<file path="src/rtl/cpu_mem_bridge_pkg.sv">
// Shared types and constants for the CPU-to-memory bus bridge.
package cpu_bus_pkg;

   typedef enum logic [1:0] {
      IDLE,
      REQ,
      DONE
   } bridge_state_t;

   localparam logic [15:0] RESET_VEC_LO_ADDR = 16'hFFFC;
   localparam logic [15:0] RESET_VEC_HI_ADDR = 16'hFFFD;

   typedef struct packed {
      logic [15:0] addr;
      logic        we;
      logic [7:0]  wdata;
   } bus_access_t;

endpackage

</file>
<file path="src/rtl/cpu_mem_bridge_if.sv">
// Request/acknowledge bus between the bridge (master) and an SRAM/ROM controller (slave).
interface cpu_mem_bridge_if;

   logic        mem_req;
   logic        mem_we;
   logic [15:0] mem_addr;
   logic [7:0]  mem_wdata;
   logic [7:0]  mem_rdata;
   logic        mem_ack;

   modport master (
      output mem_req,
      output mem_we,
      output mem_addr,
      output mem_wdata,
      input  mem_rdata,
      input  mem_ack
   );

   modport slave (
      input  mem_req,
      input  mem_we,
      input  mem_addr,
      input  mem_wdata,
      output mem_rdata,
      output mem_ack
   );

endinterface

</file>
<file path="src/rtl/cpu_mem_bridge_timeout_ctr.sv">
// 8-bit saturating wait counter; terminal flags the last permitted wait cycle.
module bridge_timeout_ctr #(
   parameter int TIMEOUT_CYCLES = 16
) (
   input  logic clk,
   input  logic rst,
   input  logic clear,
   input  logic enable,
   output logic terminal
);

   localparam logic [7:0] TERMINAL_COUNT = 8'(TIMEOUT_CYCLES - 1);

   logic [7:0] count;

   always_ff @(posedge clk) begin
      if (rst) begin
         count <= '0;
      end else if (clear) begin
         count <= '0;
      end else if (enable && (count != 8'hFF)) begin
         count <= count + 8'd1;
      end
   end

   assign terminal = (count == TERMINAL_COUNT);

endmodule

</file>
<file path="src/rtl/cpu_mem_bridge.sv">
// Converts the CPU's per-cycle bus into a req/ack memory access, stalling the CPU via ready.
// Optional macro BRIDGE_VECTOR_OVERRIDE_EN serves RESET_VECTOR for reads of 16'hFFFC/16'hFFFD.
module cpu_mem_bridge
   import cpu_bus_pkg::*;
#(
   parameter int          TIMEOUT_CYCLES = 16,
   parameter logic [7:0]  OPEN_BUS_VALUE = 8'hFF,
   parameter logic [15:0] RESET_VECTOR   = 16'hCCDD
) (
   input  logic               clk,
   input  logic               rst,
   input  logic [7:0]         AddressBusHigh,
   input  logic [7:0]         AddressBusLow,
   input  logic               readNotWrite,
   input  logic [7:0]         dataBusOutput,
   output logic [7:0]         dataBusInput,
   output logic               ready,
   cpu_mem_bridge_if.master   mem,
   output logic               bus_error
);

`ifdef BRIDGE_VECTOR_OVERRIDE_EN
   localparam bit VECTOR_OVERRIDE = 1'b1;
`else
   localparam bit VECTOR_OVERRIDE = 1'b0;
`endif

   bridge_state_t state;
   bridge_state_t state_next;
   bus_access_t   access;
   bus_access_t   access_next;
   logic [7:0]    rdata_next;
   logic          error_next;
   logic          ctr_terminal;
   logic          vector_hit;
   logic [15:0]   cpu_addr;

   assign cpu_addr   = {AddressBusHigh, AddressBusLow};
   assign vector_hit = VECTOR_OVERRIDE && readNotWrite &&
                       ((cpu_addr == RESET_VEC_LO_ADDR) || (cpu_addr == RESET_VEC_HI_ADDR));

   bridge_timeout_ctr #(
      .TIMEOUT_CYCLES (TIMEOUT_CYCLES)
   ) u_timeout_ctr (
      .clk      (clk),
      .rst      (rst),
      .clear    (state == IDLE),
      .enable   (state == REQ),
      .terminal (ctr_terminal)
   );

   always_ff @(posedge clk) begin
      if (rst) begin
         state        <= IDLE;
         access       <= '0;
         dataBusInput <= '0;
         bus_error    <= 1'b0;
      end else begin
         state        <= state_next;
         access       <= access_next;
         dataBusInput <= rdata_next;
         bus_error    <= error_next;
      end
   end

   // An ack arriving on the terminal wait cycle still completes the access cleanly.
   always_comb begin
      state_next  = state;
      access_next = access;
      rdata_next  = dataBusInput;
      error_next  = 1'b0;
      case (state)
         IDLE: begin
            access_next.addr  = cpu_addr;
            access_next.we    = ~readNotWrite;
            access_next.wdata = dataBusOutput;
            if (vector_hit) begin
               rdata_next = cpu_addr[0] ? RESET_VECTOR[15:8] : RESET_VECTOR[7:0];
               state_next = DONE;
            end else begin
               state_next = REQ;
            end
         end
         REQ: begin
            if (mem.mem_ack) begin
               if (!access.we) begin
                  rdata_next = mem.mem_rdata;
               end
               state_next = DONE;
            end else if (ctr_terminal) begin
               if (!access.we) begin
                  rdata_next = OPEN_BUS_VALUE;
               end
               error_next = 1'b1;
               state_next = DONE;
            end
         end
         DONE: begin
            state_next = IDLE;
         end
         default: begin
            state_next = IDLE;
         end
      endcase
   end

   assign ready         = (state != REQ);
   assign mem.mem_req   = (state == REQ);
   assign mem.mem_we    = access.we;
   assign mem.mem_addr  = access.addr;
   assign mem.mem_wdata = access.wdata;

endmodule
</file>
<file path="src/flat_wrapper.sv">
// flat-port wrapper written by rule: the top's interface ports become plain ports
module cpu_mem_bridge_flat import cpu_bus_pkg::*;
#(
   parameter int          TIMEOUT_CYCLES = 16,
   parameter logic [7:0]  OPEN_BUS_VALUE = 8'hFF,
   parameter logic [15:0] RESET_VECTOR   = 16'hCCDD
)
  (clk, rst, AddressBusHigh, AddressBusLow, readNotWrite, dataBusOutput, dataBusInput, ready, bus_error, mem_mem_req, mem_mem_we, mem_mem_addr, mem_mem_wdata, mem_mem_rdata, mem_mem_ack);
  cpu_mem_bridge_if mem_i ();
  input  logic clk;
  input  logic rst;
  input  logic [7:0] AddressBusHigh;
  input  logic [7:0] AddressBusLow;
  input  logic readNotWrite;
  input  logic [7:0] dataBusOutput;
  output logic [7:0] dataBusInput;
  output logic ready;
  output logic bus_error;
  output wire logic [$bits(mem_i.mem_req)-1:0] mem_mem_req;
  output wire logic [$bits(mem_i.mem_we)-1:0] mem_mem_we;
  output wire logic [$bits(mem_i.mem_addr)-1:0] mem_mem_addr;
  output wire logic [$bits(mem_i.mem_wdata)-1:0] mem_mem_wdata;
  input wire logic [$bits(mem_i.mem_rdata)-1:0] mem_mem_rdata;
  input wire logic [$bits(mem_i.mem_ack)-1:0] mem_mem_ack;
  assign mem_mem_req = mem_i.mem_req;
  assign mem_mem_we = mem_i.mem_we;
  assign mem_mem_addr = mem_i.mem_addr;
  assign mem_mem_wdata = mem_i.mem_wdata;
  assign mem_i.mem_rdata = mem_mem_rdata;
  assign mem_i.mem_ack = mem_mem_ack;
  cpu_mem_bridge #(.TIMEOUT_CYCLES(TIMEOUT_CYCLES), .OPEN_BUS_VALUE(OPEN_BUS_VALUE), .RESET_VECTOR(RESET_VECTOR)) u_core (.clk(clk), .rst(rst), .AddressBusHigh(AddressBusHigh), .AddressBusLow(AddressBusLow), .readNotWrite(readNotWrite), .dataBusOutput(dataBusOutput), .dataBusInput(dataBusInput), .ready(ready), .mem(mem_i), .bus_error(bus_error));
endmodule
</file>
<file path="config.mk">
export PLATFORM = sky130hd
export DESIGN_NAME = cpu_mem_bridge_flat
export DESIGN_NICKNAME = d
export VERILOG_FILES = /design/src/rtl/cpu_mem_bridge_pkg.sv /design/src/rtl/cpu_mem_bridge_if.sv /design/src/rtl/cpu_mem_bridge_timeout_ctr.sv /design/src/rtl/cpu_mem_bridge.sv /design/src/flat_wrapper.sv
export SDC_FILE = /design/constraint.sdc
export NUM_CORES = 1
export LEC_CHECK = 0
export ABC_AREA = 0
export CORE_UTILIZATION = 40
export CTS_CLUSTER_SIZE = 20
export DETAILED_ROUTE_END_ITERATION = 16
export DONT_BUFFER_PORTS = 1
export GPL_TIMING_DRIVEN = 1
export PLACE_DENSITY = 0.64
export RECOVER_POWER = 100
export SYNTH_ARGS = -nofsm -noshare
export SYNTH_HDL_FRONTEND = slang
export SYNTH_SLANG_ARGS = --single-unit
</file>
<file path="constraint.sdc">
create_clock -name clk -period 1.6 [get_ports clk]
set_input_delay 0.48 -clock clk [delete_from_list [all_inputs] [get_ports clk]]
set_output_delay 0.48 -clock clk [all_outputs]
set_load 0.1 [all_outputs]
</file>
==> results of run 1 <==
[power groups by stage]
stage | clock network, mW | logic (mW) | registers (mW)
after floorplan | 0 | 0.220 | 1.64
final | 0.678 | 0.761 | 1.19
after detailed placement | 0 | 0.776 | 1.22
after global placement | 0 | 0.772 | 1.22
after global routing | 0.736 | 0.799 | 1.19
after CTS | 0.707 | 0.782 | 1.19
[sequential cells by signal (all words and copies together), names as in the netlist]
| name | cells |
|---|---|
| u_core.mem.mem_wdata | 8 |
| u_core.bus_error | 1 |
| u_core.mem.mem_we | 1 |
| u_core.mem.mem_addr | 16 |
| u_core.u_timeout_ctr.count | 8 |
| u_core.dataBusInput | 8 |
| u_core.state | 2 |
[routing by layer]
metal / GRT usage / vias to the layer above / wire length [um]
met5: 0 / - / 0
met4: 0.0544 / 0 / 37
met3: 0.0480 / 5 / 239
met2: 0.247 / 45 / 1790
met1: 0.194 / 679 / 1650
li1: - / 796 / -
[per-stage QoR]
step           hold WS [ps]  worst slack, ps  TNS (ps)  area [um^2]
6_report                239             37.5         0         2220
5_1_grt                 226            0.750         0         2220
4_1_cts                 232             9.72         0         2250
3_5_place_dp            443             49.6         0         2140
3_3_place_gp            437             76.2         0         2140
2_1_floorplan           447             -163      -322         1820
[layout make-up]
cell class | instances | area share
clock buffer | 5 | 0.0310
clock inverter | 3 | 0.00845
tap | 52 | 0.0293
inverter | 11 | 0.0203
sequential | 44 | 0.401
multi-input combinational | 140 | 0.372
timing repair buffer | 42 | 0.138
[logic make-up after synthesis]
family,Yosys count
DFF,44
adders and majority gates,1
AOI/OAI and AO/OA,52
buffers and inverters,24
muxes,3
and+or+nand+nor,84
[what timing repair did]
item	4_1_cts	5_1_grt
buffers inserted	1	2
endpoints found under the setup margin	2	5
gates resized for setup	4	3
hold buffers	0	0
[path summary, 6_finish.rpt]
| path | from | end | slack (ps) | depth (start not counted) |
|---|---|---|---|---|
| worst max register to register | u_core.u_timeout_ctr.count[0]$_SDFFE_PP0P_ | u_core.dataBusInput[6]$_SDFFE_PP0P_ | 100 | 4 |
| worst min-delay path | rst | u_core.dataBusInput[4]$_SDFFE_PP0P_ | 240 | 1 |
| worst min register to register | u_core.mem.mem_wdata[4]$_SDFFE_PP0P_ | u_core.mem.mem_wdata[4]$_SDFFE_PP0P_ | 450 | 2 |
| worst max-delay path | u_core.state[1]$_SDFFE_PP0P_ | mem_mem_req | 40 | 3 |
[worst max-delay path: cells and delay by family (launching register included)]
family        cells  cell delay (ps)
simple gates      1              150
buf+inv           2              280
flops             1              350
[cell usage after synthesis (2+ instances only)]
library cell,instances,area [um^2]
nor4_1,2,12.5
a211oi_1,8,60.1
buf_2,5,25.0
dfxtp_1,44,881
nand2_1,54,203
a21oi_1,30,150
clkbuf_1,6,22.5
o22ai_1,7,43.8
nand2b_1,2,12.5
mux2i_1,3,30.0
and3b_1,5,43.8
and3_1,2,12.5
and4b_1,2,20.0
o2111ai_1,2,17.5
nand4_1,3,18.8
inv_1,11,41.3
nor2_1,3,11.3
==> impl_metrics.prom, run 1 <==
# TYPE chip_impl_metric gauge
chip_impl_metric{name="area_delta_synth_final",unit="%"} 22.2
chip_impl_info{name="timing.critical_path.cells",value="nand2b_4 -> clkinvlp_4 -> buf_12"} 1
chip_impl_metric{name="report.power.total",unit="mW"} 2.63
chip_impl_metric{name="gp_routability_congestion",unit=""} 0.800
chip_impl_metric{name="clock_sinks",unit=""} 44
chip_impl_metric{name="design.final.nets",unit=""} 281
chip_impl_metric{name="die_span_in_x",unit="um"} 69.4
chip_impl_metric{name="io_pins",unit=""} 72
chip_impl_metric{name="synth-compound-area-share",unit=""} 0.184
chip_impl_metric{name="cap_violations",unit=""} 0
chip_impl_metric{name="placed_instances",unit=""} 286
chip_impl_metric{name="postSynthRegisterBits",unit=""} 44
chip_impl_metric{name="worst-endpoint-arrival",unit="ps"} 1080
chip_impl_metric{name="synth_enable_flop_cells",unit=""} 0
chip_impl_metric{name="ys_seq_area_frac",unit=""} 0.485
chip_impl_metric{name="final_period_minus_worst_setup_slack",unit="ps"} 1560
chip_impl_metric{name="synth-async-reset-ratio",unit=""} 0
chip_impl_metric{name="floorplan.die_area",unit="um^2"} 4820
chip_impl_metric{name="cts_max_path_buffers",unit=""} 2
chip_impl_info{name="type_of_the_most_critical_hold_path",value="input pin to flip-flop"} 1
chip_impl_metric{name="rows",unit=""} 24
chip_impl_metric{name="drive_gt1_frac",unit=""} 0.257
chip_impl_metric{name="timing.final.hold_violations",unit=""} 0
chip_impl_metric{name="combinationalPowerShare",unit=""} 0.290
chip_impl_metric{name="drt_wl_total",unit="um"} 3720
chip_impl_metric{name="setup-violations-final",unit=""} 0
chip_impl_metric{name="route.vias.total",unit=""} 1525
chip_impl_metric{name="dieHeight",unit="um"} 69.4
chip_impl_metric{name="synth.cell_area",unit="um^2"} 1820
chip_impl_metric{name="worstSkewPairLatency",unit="ps"} 290
chip_impl_info{name="grt_setup_unrepaired",value="false"} 1
chip_impl_metric{name="place_hpwl",unit="um"} 2600
chip_impl_metric{name="wl_per_cell",unit="um"} 12.5
chip_impl_metric{name="detailedRoute.firstPassIterationCount",unit=""} 4
chip_impl_metric{name="worstMarginPinSlew",unit="ps"} 508
chip_impl_metric{name="io_buffer_count",unit=""} 0
chip_impl_metric{name="synth-simple-area-share",unit=""} 0.249
chip_impl_metric{name="htree_levels",unit=""} 2
chip_impl_metric{name="antenna_left",unit=""} 0
chip_impl_info{name="criticalPathCategory",value="flip-flop to primary output"} 1
chip_impl_info{name="mostFrequentLayoutCells",value="54 x nand2_1, 40 x dfxtp_1, 30 x a21oi_1, 26 x clkbuf_4, 10 x inv_1"} 1
chip_impl_metric{name="final_core_utilization",unit=""} 0.510
chip_impl_metric{name="cts_made_buffers",unit=""} 5
chip_impl_metric{name="worst_clock_skew",unit="ps"} 9.67
chip_impl_metric{name="area_of_the_core",unit="um^2"} 4350
chip_impl_metric{name="fillers",unit=""} 422
chip_impl_metric{name="fmax",unit="GHz"} 0.640
chip_impl_metric{name="yosysWarnings",unit=""} 0
chip_impl_metric{name="adder_and_majority_gate_portion_of_the_synthesized_area",unit=""} 0.00688
chip_impl_info{name="outcome",value="finished clean"} 1
chip_impl_metric{name="largest_net_degree_at_the_start_of_global_routing",unit=""} 40
chip_impl_metric{name="worst_setup_hold_path_clk_slew",unit="ps"} 90
chip_impl_metric{name="power_report.internal_total",unit="mW"} 1.62
chip_impl_metric{name="first_pass_grt_wire_length",unit="um"} 6040
chip_impl_metric{name="net-switching-power",unit="mW"} 1.01
chip_impl_metric{name="muxShareOfSynthArea",unit=""} 0.0165
chip_impl_metric{name="static_leakage",unit="nW"} 0.899
chip_impl_info{name="clock-root-buffer",value="clkbuf_8"} 1
chip_impl_metric{name="p_clk_frac",unit=""} 0.258
chip_impl_metric{name="postSynthAreaPerCell",unit="um^2"} 8.74
chip_impl_info{name="most_instantiated_flip_flop_cell_in_the_synthesis_netlist",value="dfxtp_1"} 1
chip_impl_info{name="tritoncts",value="yes"} 1
chip_impl_metric{name="maxSlewHeadroom",unit=""} 0.662
chip_impl_metric{name="critical_path.max_fanout",unit=""} 4
chip_impl_info{name="layout.cells.most_common",value="nand2_1"} 1
chip_impl_info{name="timing.critical_path.from_type",value="flip-flop"} 1
chip_impl_metric{name="grt_overflow_total",unit=""} 0
chip_impl_metric{name="synthesized_netlist_cell_count",unit=""} 208
chip_impl_metric{name="seqCellArea",unit="um^2"} 891
chip_impl_metric{name="grt_pass1_vias",unit=""} 1298
chip_impl_metric{name="drc_violations_left",unit=""} 0
chip_impl_metric{name="crit_path_max_incr_delay",unit="ps"} 350
chip_impl_metric{name="pwr_density_cell",unit="nW/um^2"} 1180
chip_impl_metric{name="cp_data_required_time",unit="ps"} 1120
chip_impl_metric{name="insertedDiodeCount",unit=""} 0
chip_impl_metric{name="multi_input_area",unit="um^2"} 827
chip_impl_metric{name="final_max_slew_viol_count",unit=""} 0
chip_impl_metric{name="power_frac_seq",unit=""} 0.452
chip_impl_info{name="critPathCaptureType",value="primary output"} 1
chip_impl_metric{name="start_util",unit=""} 0.418
chip_impl_metric{name="grt_use_total",unit=""} 0.154
chip_impl_metric{name="drt-vias-per-instance",unit=""} 5.13
chip_impl_metric{name="ir_worst_vdd",unit="mV"} 0.731
chip_impl_metric{name="instances_no_fill",unit=""} 297
chip_impl_metric{name="synthDistinctLibCells",unit=""} 36
chip_impl_metric{name="dr.first_iter.drc_count",unit=""} 47
chip_impl_info{name="synth_top_family_by_area",value="simple AND/OR/NAND/NOR gates"} 1
chip_impl_metric{name="synth-xor-area-share",unit=""} 0
chip_impl_metric{name="grt_antenna_before_repair",unit=""} 0
chip_impl_metric{name="synth_nets",unit=""} 245
chip_impl_info{name="cp_slowest_cell",value="dfxtp_4"} 1
chip_impl_metric{name="post-route-period-util",unit=""} 0.977
chip_impl_metric{name="power.share.switching",unit=""} 0.383
No activity file was read; power rests on OpenSTA's default activity.
==> run 2: changes to the inputs <==
- CORE_UTILIZATION: 40 -> 45
- PLACE_DENSITY: 0.64 -> 0.7
==> run 2 against run 1 <==
  * Critical path depth unchanged
  * Fmax shrank 0.49%
  * Die area down 11%
  * Combinational power about the same
  * Via count up 0.66%
  * Wire length up 3.1%
  * Final area up 1.5%
  * Clock power up 32%
  * Setup slack lost 7.6 ps
  * Global-route usage rose by 2.0 points
  * Hold slack gained 13 ps
  * Final cell count shrank 2.7%
  * Critical path type unchanged
==> impl_metrics.prom, run 2 (synthesized netlist as in run 1, its figures left out) <==
# TYPE chip_impl_metric gauge
chip_impl_info{name="outcome",value="finished clean"} 1
chip_impl_metric{name="worstMarginPinSlew",unit="ps"} 444
chip_impl_info{name="mostFrequentLayoutCells",value="54 x nand2_1, 41 x dfxtp_1, 35 x buf_4, 30 x a21oi_1, 10 x inv_1"} 1
chip_impl_metric{name="htree_levels",unit=""} 2
chip_impl_info{name="timing.critical_path.from_type",value="flip-flop"} 1
chip_impl_metric{name="worst-endpoint-arrival",unit="ps"} 1090
chip_impl_metric{name="setup-violations-final",unit=""} 0
chip_impl_metric{name="worst_clock_skew",unit="ps"} 6.99
chip_impl_metric{name="finalHoldWorstSlack",unit="ps"} 252
chip_impl_metric{name="dieHeight",unit="um"} 65.6
chip_impl_metric{name="cap_violations",unit=""} 0
chip_impl_metric{name="final_core_utilization",unit=""} 0.598
chip_impl_metric{name="ir_worst_vdd",unit="mV"} 0.726
chip_impl_metric{name="antenna_left",unit=""} 0
chip_impl_metric{name="post-route-period-util",unit=""} 0.981
chip_impl_info{name="grt_setup_unrepaired",value="true"} 1
chip_impl_metric{name="drive_gt1_frac",unit=""} 0.245
chip_impl_info{name="layout.cells.most_common",value="nand2_1"} 1
chip_impl_metric{name="largest_net_degree_at_the_start_of_global_routing",unit=""} 40
chip_impl_metric{name="pwr_density_cell",unit="nW/um^2"} 1260
chip_impl_metric{name="cts_max_path_buffers",unit=""} 2
chip_impl_metric{name="route.vias.total",unit=""} 1535
chip_impl_metric{name="wl_per_cell",unit="um"} 13.3
chip_impl_metric{name="fillers",unit=""} 325
chip_impl_metric{name="final_period_minus_worst_setup_slack",unit="ps"} 1570
chip_impl_metric{name="critical_path.max_fanout",unit=""} 5
chip_impl_metric{name="static_leakage",unit="nW"} 0.909
chip_impl_info{name="type_of_the_most_critical_hold_path",value="input pin to flip-flop"} 1
chip_impl_info{name="clock-root-buffer",value="clkbuf_8"} 1
chip_impl_info{name="criticalPathCategory",value="flip-flop to primary output"} 1
chip_impl_metric{name="holdPathStages",unit=""} 1
chip_impl_metric{name="detailedRoute.firstPassIterationCount",unit=""} 4
chip_impl_info{name="tritoncts",value="yes"} 1
chip_impl_metric{name="cts.hold.buffers_added",unit=""} 0
chip_impl_metric{name="die_span_in_x",unit="um"} 65.6
chip_impl_metric{name="gp_routability_congestion",unit=""} 0.843
chip_impl_metric{name="drt-vias-per-instance",unit=""} 5.31
chip_impl_metric{name="fmax",unit="GHz"} 0.637
chip_impl_metric{name="grt_pass1_vias",unit=""} 1333
chip_impl_metric{name="drc_violations_left",unit=""} 0
chip_impl_metric{name="maxSlewHeadroom",unit=""} 0.704
chip_impl_metric{name="drt_wl_total",unit="um"} 3840
chip_impl_metric{name="io_buffer_count",unit=""} 0
chip_impl_metric{name="grt_use_total",unit=""} 0.174
chip_impl_metric{name="area_delta_synth_final",unit="%"} 24.0
chip_impl_info{name="critPathCaptureType",value="primary output"} 1
chip_impl_metric{name="timing.final.hold_violations",unit=""} 0
chip_impl_info{name="critical_path.reg2reg.startpoint",value="u_core.u_timeout_ctr.count[0]$_SDFFE_PP0P_"} 1
chip_impl_metric{name="cp_data_required_time",unit="ps"} 1120
chip_impl_metric{name="r2r_setup_slack",unit="ps"} 110
chip_impl_metric{name="floorplan.die_area",unit="um^2"} 4300
chip_impl_metric{name="dr.first_iter.drc_count",unit=""} 58
chip_impl_metric{name="worstSkewPairLatency",unit="ps"} 290
chip_impl_metric{name="clock_sinks",unit=""} 44
chip_impl_info{name="worstHoldStart",value="rst"} 1
chip_impl_metric{name="io_pins",unit=""} 72
chip_impl_metric{name="worst_setup_hold_path_clk_slew",unit="ps"} 80
chip_impl_metric{name="grt_antenna_before_repair",unit=""} 0
chip_impl_metric{name="cts_made_buffers",unit=""} 5
chip_impl_metric{name="design.final.nets",unit=""} 277
chip_impl_metric{name="first_pass_grt_wire_length",unit="um"} 5750
chip_impl_metric{name="largest_reg_flops",unit=""} 16
chip_impl_info{name="rr_endpoint",value="u_core.dataBusInput[4]$_SDFFE_PP0P_"} 1
chip_impl_metric{name="grt_overflow_total",unit=""} 0
chip_impl_metric{name="insertedDiodeCount",unit=""} 0
chip_impl_metric{name="place_hpwl",unit="um"} 2530
chip_impl_metric{name="reg2regPathDepth",unit=""} 4
chip_impl_metric{name="final_max_slew_viol_count",unit=""} 0
chip_impl_metric{name="start_util",unit=""} 0.482
chip_impl_metric{name="area_of_the_core",unit="um^2"} 3770
chip_impl_info{name="whs_endpoint",value="u_core.dataBusInput[4]$_SDFFE_PP0P_"} 1
chip_impl_metric{name="rows",unit=""} 22
[run 2: critical path: stages (launching register included)]
cell	delay, ps
dfxtp_4	350
nand2b_4	160
clkinvlp_4	120
buf_12	170
[run 2: how the worst max path moves through the flow]
| stage | from | to | slack, ps | cells after the start |
|---|---|---|---|---|
| 3_3_place_gp | u_core.u_timeout_ctr.count[0]$_SDFFE_PP0P_ | u_core.dataBusInput[3]$_SDFFE_PP0P_ | 110 | 4 |
| 2_1_floorplan | u_core.state[1]$_SDFFE_PP0P_ | mem_mem_req | -160 | 3 |
| 6_report | u_core.state[1]$_SDFFE_PP0P_ | mem_mem_req | 30 | 3 |
| 5_1_grt | u_core.state[1]$_SDFFE_PP0P_ | mem_mem_req | -30 | 3 |
| 3_5_place_dp | u_core.u_timeout_ctr.count[0]$_SDFFE_PP0P_ | u_core.dataBusInput[7]$_SDFFE_PP0P_ | 80 | 4 |
| 4_1_cts | u_core.state[0]$_SDFFE_PP0P_ | mem_mem_req | 4 | 3 |
[run 2: cell type report]
class / instances / area [um^2] / share of cell area
clock buffer: 6 / 82.6 / 0.0366
clock inverter: 2 / 38.8 / 0.0172
inverter: 11 / 45.0 / 0.0200
multi-input combinational: 140 / 837 / 0.371
sequential: 44 / 890 / 0.395
tap: 48 / 60.1 / 0.0266
timing repair buffer: 38 / 302 / 0.134
[run 2: power breakdown]
group	total [mW]	internal [mW]	switching (mW)	leakage, nW
Clock	0.895	0.511	0.384	0.0614
Combinational	0.764	0.161	0.602	0.485
Sequential	1.19	1.16	0.0344	0.363
[run 2: repair_timing]
item                                    4_1_cts  5_1_grt
buffers inserted                              1        0
endpoints found under the setup margin        2        9
resized for setup                             3        3
pin swaps                                     0        0
[run 2: per-layer routing]
layer,up-vias,track usage,wire (um)
li1,783,-,-
met1,693,0.225,1790
met2,52,0.264,1730
met3,7,0.0486,255
met4,0,0.0870,65
met5,-,0,0
[run 2: metrics by stage]
step                cells  setup WS (ps)  TNS, ps  area, um^2  power (mW)
finish                289           29.9        0        2250        2.85
global route          289          -27.7    -32.4        2250        2.95
CTS                   289           4.06        0        2260        2.88
detailed placement    280           79.2        0        2120        1.99
global placement      280            106        0        2120        1.98
floorplan             208           -163     -322        1820        1.86
